**config.mk**
```make
export PLATFORM = sky130hd
export DESIGN_NAME = ram_burst_reader
export DESIGN_NICKNAME = d
export VERILOG_FILES = /design/src/rtl/ram_burst_reader.sv
export SDC_FILE = /design/constraint.sdc
export NUM_CORES = 1
export LEC_CHECK = 0
export BUFFER_PORTS_ARGS = -buffer_cell sky130_fd_sc_hd__buf_2
export CAP_MARGIN = 20
export CORE_UTILIZATION = 30
export CTS_CLUSTER_DIAMETER = 150
export DETAILED_ROUTE_END_ITERATION = 6
export GPL_TIMING_DRIVEN = 0
export PLACE_DENSITY_LB_ADDON = 0.25
export SYNTH_ARGS = -nofsm -noshare
export SYNTH_HDL_FRONTEND = slang
export SYNTH_SLANG_ARGS = --single-unit
```
**constraint.sdc**
```tcl
create_clock -name Clk -period 7.4 [get_ports Clk]
set_input_delay 1.11 -clock Clk [delete_from_list [all_inputs] [get_ports Clk]]
set_output_delay 1.11 -clock Clk [all_outputs]
set_load 0.02 [all_outputs]
```
**src/rtl/ram_burst_reader.sv**
```systemverilog
`default_nettype none
// ---------------------------------------------------------------------------
// ram_burst_reader : burst read sequencer for a 1-cycle-latency SDP RAM
// Rev 1.0
// ---------------------------------------------------------------------------
module ram_burst_reader #(
  parameter int ADDR_W = 10,
  parameter int DATA_W = 16
) (
  input  logic              Clk,
  input  logic              Rst_n,
  input  logic              Start,
  input  logic [ADDR_W-1:0] StartAddr,
  input  logic [ADDR_W:0]   Len,
  input  logic              Abort,
  output logic              Busy,
  output logic              Done,
  output logic [ADDR_W-1:0] RA,
  output logic              RClk_En,
  input  logic [DATA_W-1:0] RD,
  output logic [DATA_W-1:0] Out_Data,
  output logic              Out_Valid,
  input  logic              Out_Ready,
  output logic              Out_Last
);

  localparam logic [ADDR_W:0]   c_max_len  = {1'b1, {ADDR_W{1'b0}}};
  localparam logic [ADDR_W:0]   c_len_one  = (ADDR_W+1)'(1);
  localparam logic [ADDR_W:0]   c_len_zero = '0;
  localparam logic [ADDR_W-1:0] c_addr_one = ADDR_W'(1);

  typedef enum logic [1:0] {
    S_IDLE = 2'd0,
    S_RUN  = 2'd1,
    S_DONE = 2'd2
  } state_t;

  state_t            r_state;
  state_t            w_state_nxt;

  logic [ADDR_W-1:0] r_addr;
  logic [ADDR_W:0]   r_issue_cnt;
  logic [ADDR_W:0]   r_deliv_cnt;
  logic              r_inflight;

  logic [DATA_W-1:0] r_fifo [2];
  logic              r_wr_ptr;
  logic              r_rd_ptr;
  logic [1:0]        r_fifo_cnt;

  logic [ADDR_W:0]   w_len_sat;
  logic              w_pop;
  logic              w_push;
  logic              w_issue;
  logic              w_last;
  logic [2:0]        w_occ;
  logic              w_accept;

  assign w_len_sat = (Len > c_max_len) ? c_max_len : Len;
  assign w_accept  = (r_state == S_IDLE) && Start && !Abort;

  assign Out_Valid = (r_fifo_cnt != 2'd0);
  assign Out_Data  = r_fifo[r_rd_ptr];
  assign w_pop     = Out_Valid && Out_Ready;
  assign w_push    = r_inflight;
  assign w_last    = Out_Valid && (r_deliv_cnt == c_len_one);
  assign Out_Last  = w_last;
  assign RA        = r_addr;

  // Words held or returning after this edge; issuing only while it stays below 2
  // keeps the 2-entry FIFO from overflowing without a skid buffer.
  assign w_occ = {1'b0, r_fifo_cnt} + {2'b00, r_inflight} - {2'b00, w_pop};

  always_ff @(posedge Clk or negedge Rst_n) begin
    if (!Rst_n) begin
      r_state <= S_IDLE;
    end else begin
      r_state <= w_state_nxt;
    end
  end

  always_comb begin
    w_state_nxt = r_state;
    w_issue     = 1'b0;
    Busy        = 1'b0;
    Done        = 1'b0;
    case (r_state)
      S_IDLE: begin
        if (Start) begin
          w_state_nxt = (Len == c_len_zero) ? S_DONE : S_RUN;
        end
      end
      S_RUN: begin
        Busy    = 1'b1;
        w_issue = (r_issue_cnt != c_len_zero) && (w_occ < 3'd2);
        if (w_pop && w_last) begin
          w_state_nxt = S_DONE;
        end
      end
      S_DONE: begin
        Busy        = 1'b1;
        Done        = 1'b1;
        w_state_nxt = S_IDLE;
      end
      default: begin
        w_state_nxt = S_IDLE;
      end
    endcase
    if (Abort) begin
      w_state_nxt = S_IDLE;
    end
  end

  assign RClk_En = w_issue;

  always_ff @(posedge Clk or negedge Rst_n) begin
    if (!Rst_n) begin
      r_addr      <= '0;
      r_issue_cnt <= '0;
      r_deliv_cnt <= '0;
      r_inflight  <= 1'b0;
    end else if (Abort) begin
      r_addr      <= '0;
      r_issue_cnt <= '0;
      r_deliv_cnt <= '0;
      r_inflight  <= 1'b0;
    end else begin
      r_inflight <= w_issue;
      if (w_accept) begin
        r_addr      <= StartAddr;
        r_issue_cnt <= w_len_sat;
        r_deliv_cnt <= w_len_sat;
      end else begin
        if (w_issue) begin
          r_addr      <= r_addr + c_addr_one;
          r_issue_cnt <= r_issue_cnt - c_len_one;
        end
        if (w_pop) begin
          r_deliv_cnt <= r_deliv_cnt - c_len_one;
        end
      end
    end
  end

  // Output FIFO; a read still returning when Abort hits is simply never pushed.
  always_ff @(posedge Clk or negedge Rst_n) begin
    if (!Rst_n) begin
      r_fifo[0]  <= '0;
      r_fifo[1]  <= '0;
      r_wr_ptr   <= 1'b0;
      r_rd_ptr   <= 1'b0;
      r_fifo_cnt <= 2'd0;
    end else if (Abort) begin
      r_wr_ptr   <= 1'b0;
      r_rd_ptr   <= 1'b0;
      r_fifo_cnt <= 2'd0;
    end else begin
      if (w_push) begin
        r_fifo[r_wr_ptr] <= RD;
        r_wr_ptr         <= ~r_wr_ptr;
      end
      if (w_pop) begin
        r_rd_ptr <= ~r_rd_ptr;
      end
      r_fifo_cnt <= r_fifo_cnt + {1'b0, w_push} - {1'b0, w_pop};
    end
  end

endmodule
`default_nettype wire

```
==> flow_metrics.env <==
export IMPL_maxCapViolCount=0
export IMPL_fin_nets=499
export IMPL_reg2reg_slack_ns=3.74
export IMPL_criticalPathCategory="primary input to output port"
export IMPL_synth_area_top_cells="dfrtp_1 (47%), mux2_2 (14%), nand2_1 (3.7%)"
export IMPL_grt_pass1_wl_um=16700
export IMPL_clk_path_buf_depth=2
export IMPL_fin_skew_ns=0.00407
export IMPL_period_needed_ns=5.02
export IMPL_grt_max_degree=53
export IMPL_relSlewSlack_pct=47.2
export IMPL_cts_made_buffers=9
export IMPL_crit_fanout=8
export IMPL_startpoint="Out_Ready"
export IMPL_ioPinCount=73
export IMPL_cts_tree="yes"
export IMPL_mappedNetlistArea_um2=3810
export IMPL_drt_total_wl_um=10200
export IMPL_rr_endpoint="r_issue_cnt[1]$_DFFE_PN0P_"
export IMPL_n_fill_cell=1262
export IMPL_diodes=0
export IMPL_finalSetupTns_ns=0
export IMPL_multi_input_area_um2=1920
export IMPL_root_buffer="clkbuf_16"
export IMPL_worst_r2r_cell_count=12
export IMPL_drive_above_1_share_pct=33.0
export IMPL_finalCritPeriodShare_pct=67.9
export IMPL_status="finished clean"
export IMPL_cts_resized_gates=0
export IMPL_die_h_um=115
export IMPL_hp_class="flop to flop"
export IMPL_antenna_found_initial=0
export IMPL_critPathRequiredTime_ns=6.29
export IMPL_gp_congestion=0.889
export IMPL_final_cell_area_um2=4720
export IMPL_drcViolationCount=0
export IMPL_synth_seq_cells=71
export IMPL_ys_warn_count=0
export IMPL_yosysSeqAreaShare_pct=46.7
export IMPL_post_synth_top_area_fraction_pct=46.7
export IMPL_synth_ff_type="dfrtp_1"
export IMPL_arrival_ns=3.91
export IMPL_rsz0062_at_grt="false"
export IMPL_vias=3162
export IMPL_place_area_um2=4410
export IMPL_grt_use_total_pct=16.7
export IMPL_htreeDepth=3
export IMPL_cp_endpoint="RClk_En"
export IMPL_clk_latency_ns=0.34
export IMPL_area_delta_synth_final_pct=24.0
export IMPL_peakVddDrop_uv=178
export IMPL_postCtsHoldBufs=0
export IMPL_wl_per_cell_um=16.5
export IMPL_worstSetupEndpointType="output port"
export IMPL_slew_viol_final=0
export IMPL_ff_latch_area_um2=1780
export IMPL_firstDrtPassIters=4
export IMPL_async_flop_share_pct=100
export IMPL_hpwl_um=7470
export IMPL_start_util_pct=31.2
export IMPL_rows=40
export IMPL_ant_nets=0
export IMPL_core_region_area_um2=12200
export IMPL_vias_per_cell=5.11
export IMPL_power_density_nw_per_um2=369
export IMPL_synth_top_area_cell="dfrtp_1"
export IMPL_synth_distinct_cells=51
export IMPL_syn_nets=415
export IMPL_startpoint_type="primary input"
export IMPL_setup_viol=0
export IMPL_first_global_vias=3259
export IMPL_hold_violations=0
export IMPL_netlist_instances=362
export IMPL_r2r_start="r_fifo_cnt[1]$_DFF_PN0_"
export IMPL_die_w_um=115
export IMPL_synth_edf_count=0
export IMPL_path_clk_slew_ns=0.05
export IMPL_clock_fmax_ghz=0.199
export IMPL_die_area_um2=13100
export IMPL_drt_iter0_markers=150
export IMPL_avgSynthCellArea_um2=10.5
export IMPL_worst_slew_pin_transition_ns=0.782
export IMPL_overflow=0
export IMPL_cts_setup_buffers=0
export IMPL_port_buffers=72
export IMPL_cts_sinks=71
export IMPL_p_leak_uw=0.00216
==> layout make-up <==
| class | count | share of cell area [%] |
|---|---|---|
| flip-flops and latches | 71 | 37.6 |
| repair buffers | 73 | 8.27 |
| clock buffers | 10 | 4.85 |
| well taps | 168 | 4.45 |
| clock inverters | 6 | 1.80 |
| multi-input cells | 262 | 40.6 |
| inverters | 15 | 1.19 |
| plain buffers | 14 | 1.22 |
==> worst min-delay path by stage <==
| stage | start | endpoint | slack, ns | cells after the start |
|---|---|---|---|---|
| final | r_fifo[2]$_DFFE_PN0P_ | r_fifo[2]$_DFFE_PN0P_ | 0.50 | 1 |
| after global routing | r_fifo[24]$_DFFE_PN0P_ | r_fifo[24]$_DFFE_PN0P_ | 0.52 | 1 |
| after CTS | r_fifo[2]$_DFFE_PN0P_ | r_fifo[2]$_DFFE_PN0P_ | 0.50 | 1 |
| after detailed placement | r_fifo[2]$_DFFE_PN0P_ | r_fifo[2]$_DFFE_PN0P_ | 0.49 | 1 |
| after global placement | r_fifo[2]$_DFFE_PN0P_ | r_fifo[2]$_DFFE_PN0P_ | 0.48 | 1 |
| after floorplan | r_fifo[0]$_DFFE_PN0P_ | r_fifo[0]$_DFFE_PN0P_ | 0.47 | 1 |
==> kinds of logic after synthesis <==
logic type,Yosys count,share of synthesized area [%]
simple gates,114,15.9
fa+ha+maj,11,3.81
mux,48,14.2
compound gates,72,12.6
flops,71,46.7
buf+inv,29,2.99
xor+xnor,17,3.91
==> state kept, by name (all words and copies together) (netlist names) <==
register / flops
r_fifo: 32
r_deliv_cnt: 11
r_issue_cnt: 11
RA: 10
r_fifo_cnt: 2
r_state: 2
r_inflight: 1
r_rd_ptr: 1
r_wr_ptr: 1
==> cell usage after synthesis, drive strengths merged, types with 5 or more instances <==
cell     n
a21oi   16
clkbuf  10
dfrtp   71
ha      10
inv     14
mux2    48
nand2   38
nand3   12
nand4    5
nor2    18
nor3     8
nor4    11
o21ai   27
xnor2   13
==> metal layers <==
metal | up-vias | global-route usage, % | share of wire [%]
met5 | - | 0 | 0
met4 | 0 | 6.23 | 1.6
met3 | 12 | 4.29 | 6.1
met2 | 100 | 27.8 | 48
met1 | 1561 | 20.9 | 45
li1 | 1489 | - | -
==> per-stage QoR <==
| stage | hold slack [ns] | util (%) | worst slack [ns] | std cells | power, uW |
|---|---|---|---|---|---|
| 4_1_cts | 0.504 | 38.7 | 2.36 | 619 | 1760 |
| 3_3_place_gp | 0.481 | 35.9 | 2.36 | 602 | 1270 |
| 3_5_place_dp | 0.488 | 36.1 | 2.37 | 603 | 1290 |
| 6_report | 0.500 | 38.7 | 2.38 | 619 | 1740 |
| 2_1_floorplan | 0.474 | - | 3.18 | 362 | 1080 |
| 5_1_grt | 0.521 | 38.7 | 2.22 | 619 | 1860 |
==> cell usage in the layout (no fill, tap or decap), types with 10 or more instances in the layout <==
cell / netlist / layout
a21oi_1: 16 / 16
buf_2: 4 / 75
clkbuf_1: 10 / 11
dfrtp_1: 71 / 71
ha_1: 10 / 10
inv_1: 14 / 14
mux2_2: 48 / 48
nand2_1: 38 / 38
nand3_1: 12 / 12
nor2_1: 18 / 18
nor4_1: 10 / 10
o21ai_0: 25 / 25
xnor2_1: 13 / 13
==> worst max-delay path: stages <==
cell and delay (ns):
buf_2 0.12, o21ai_2 0.20, inv_1 0.25, ha_1 0.33, inv_1 0.05, ha_1 0.13, inv_1 0.04, fa_1 0.37
xnor2_1 0.19, and3_1 0.18, clkbuf_1 0.28, nand2_1 0.25, clkinv_1 0.21, buf_2 0.20
==> power breakdown <==
part           internal [uW]  switching, uW  leakage [uW]  total, uW
Clock                    294            168      0.000148        462
Sequential               492           85.5      0.000949        577
Combinational            299            405       0.00106        704
No activity file was read; power rests on OpenSTA's default activity.
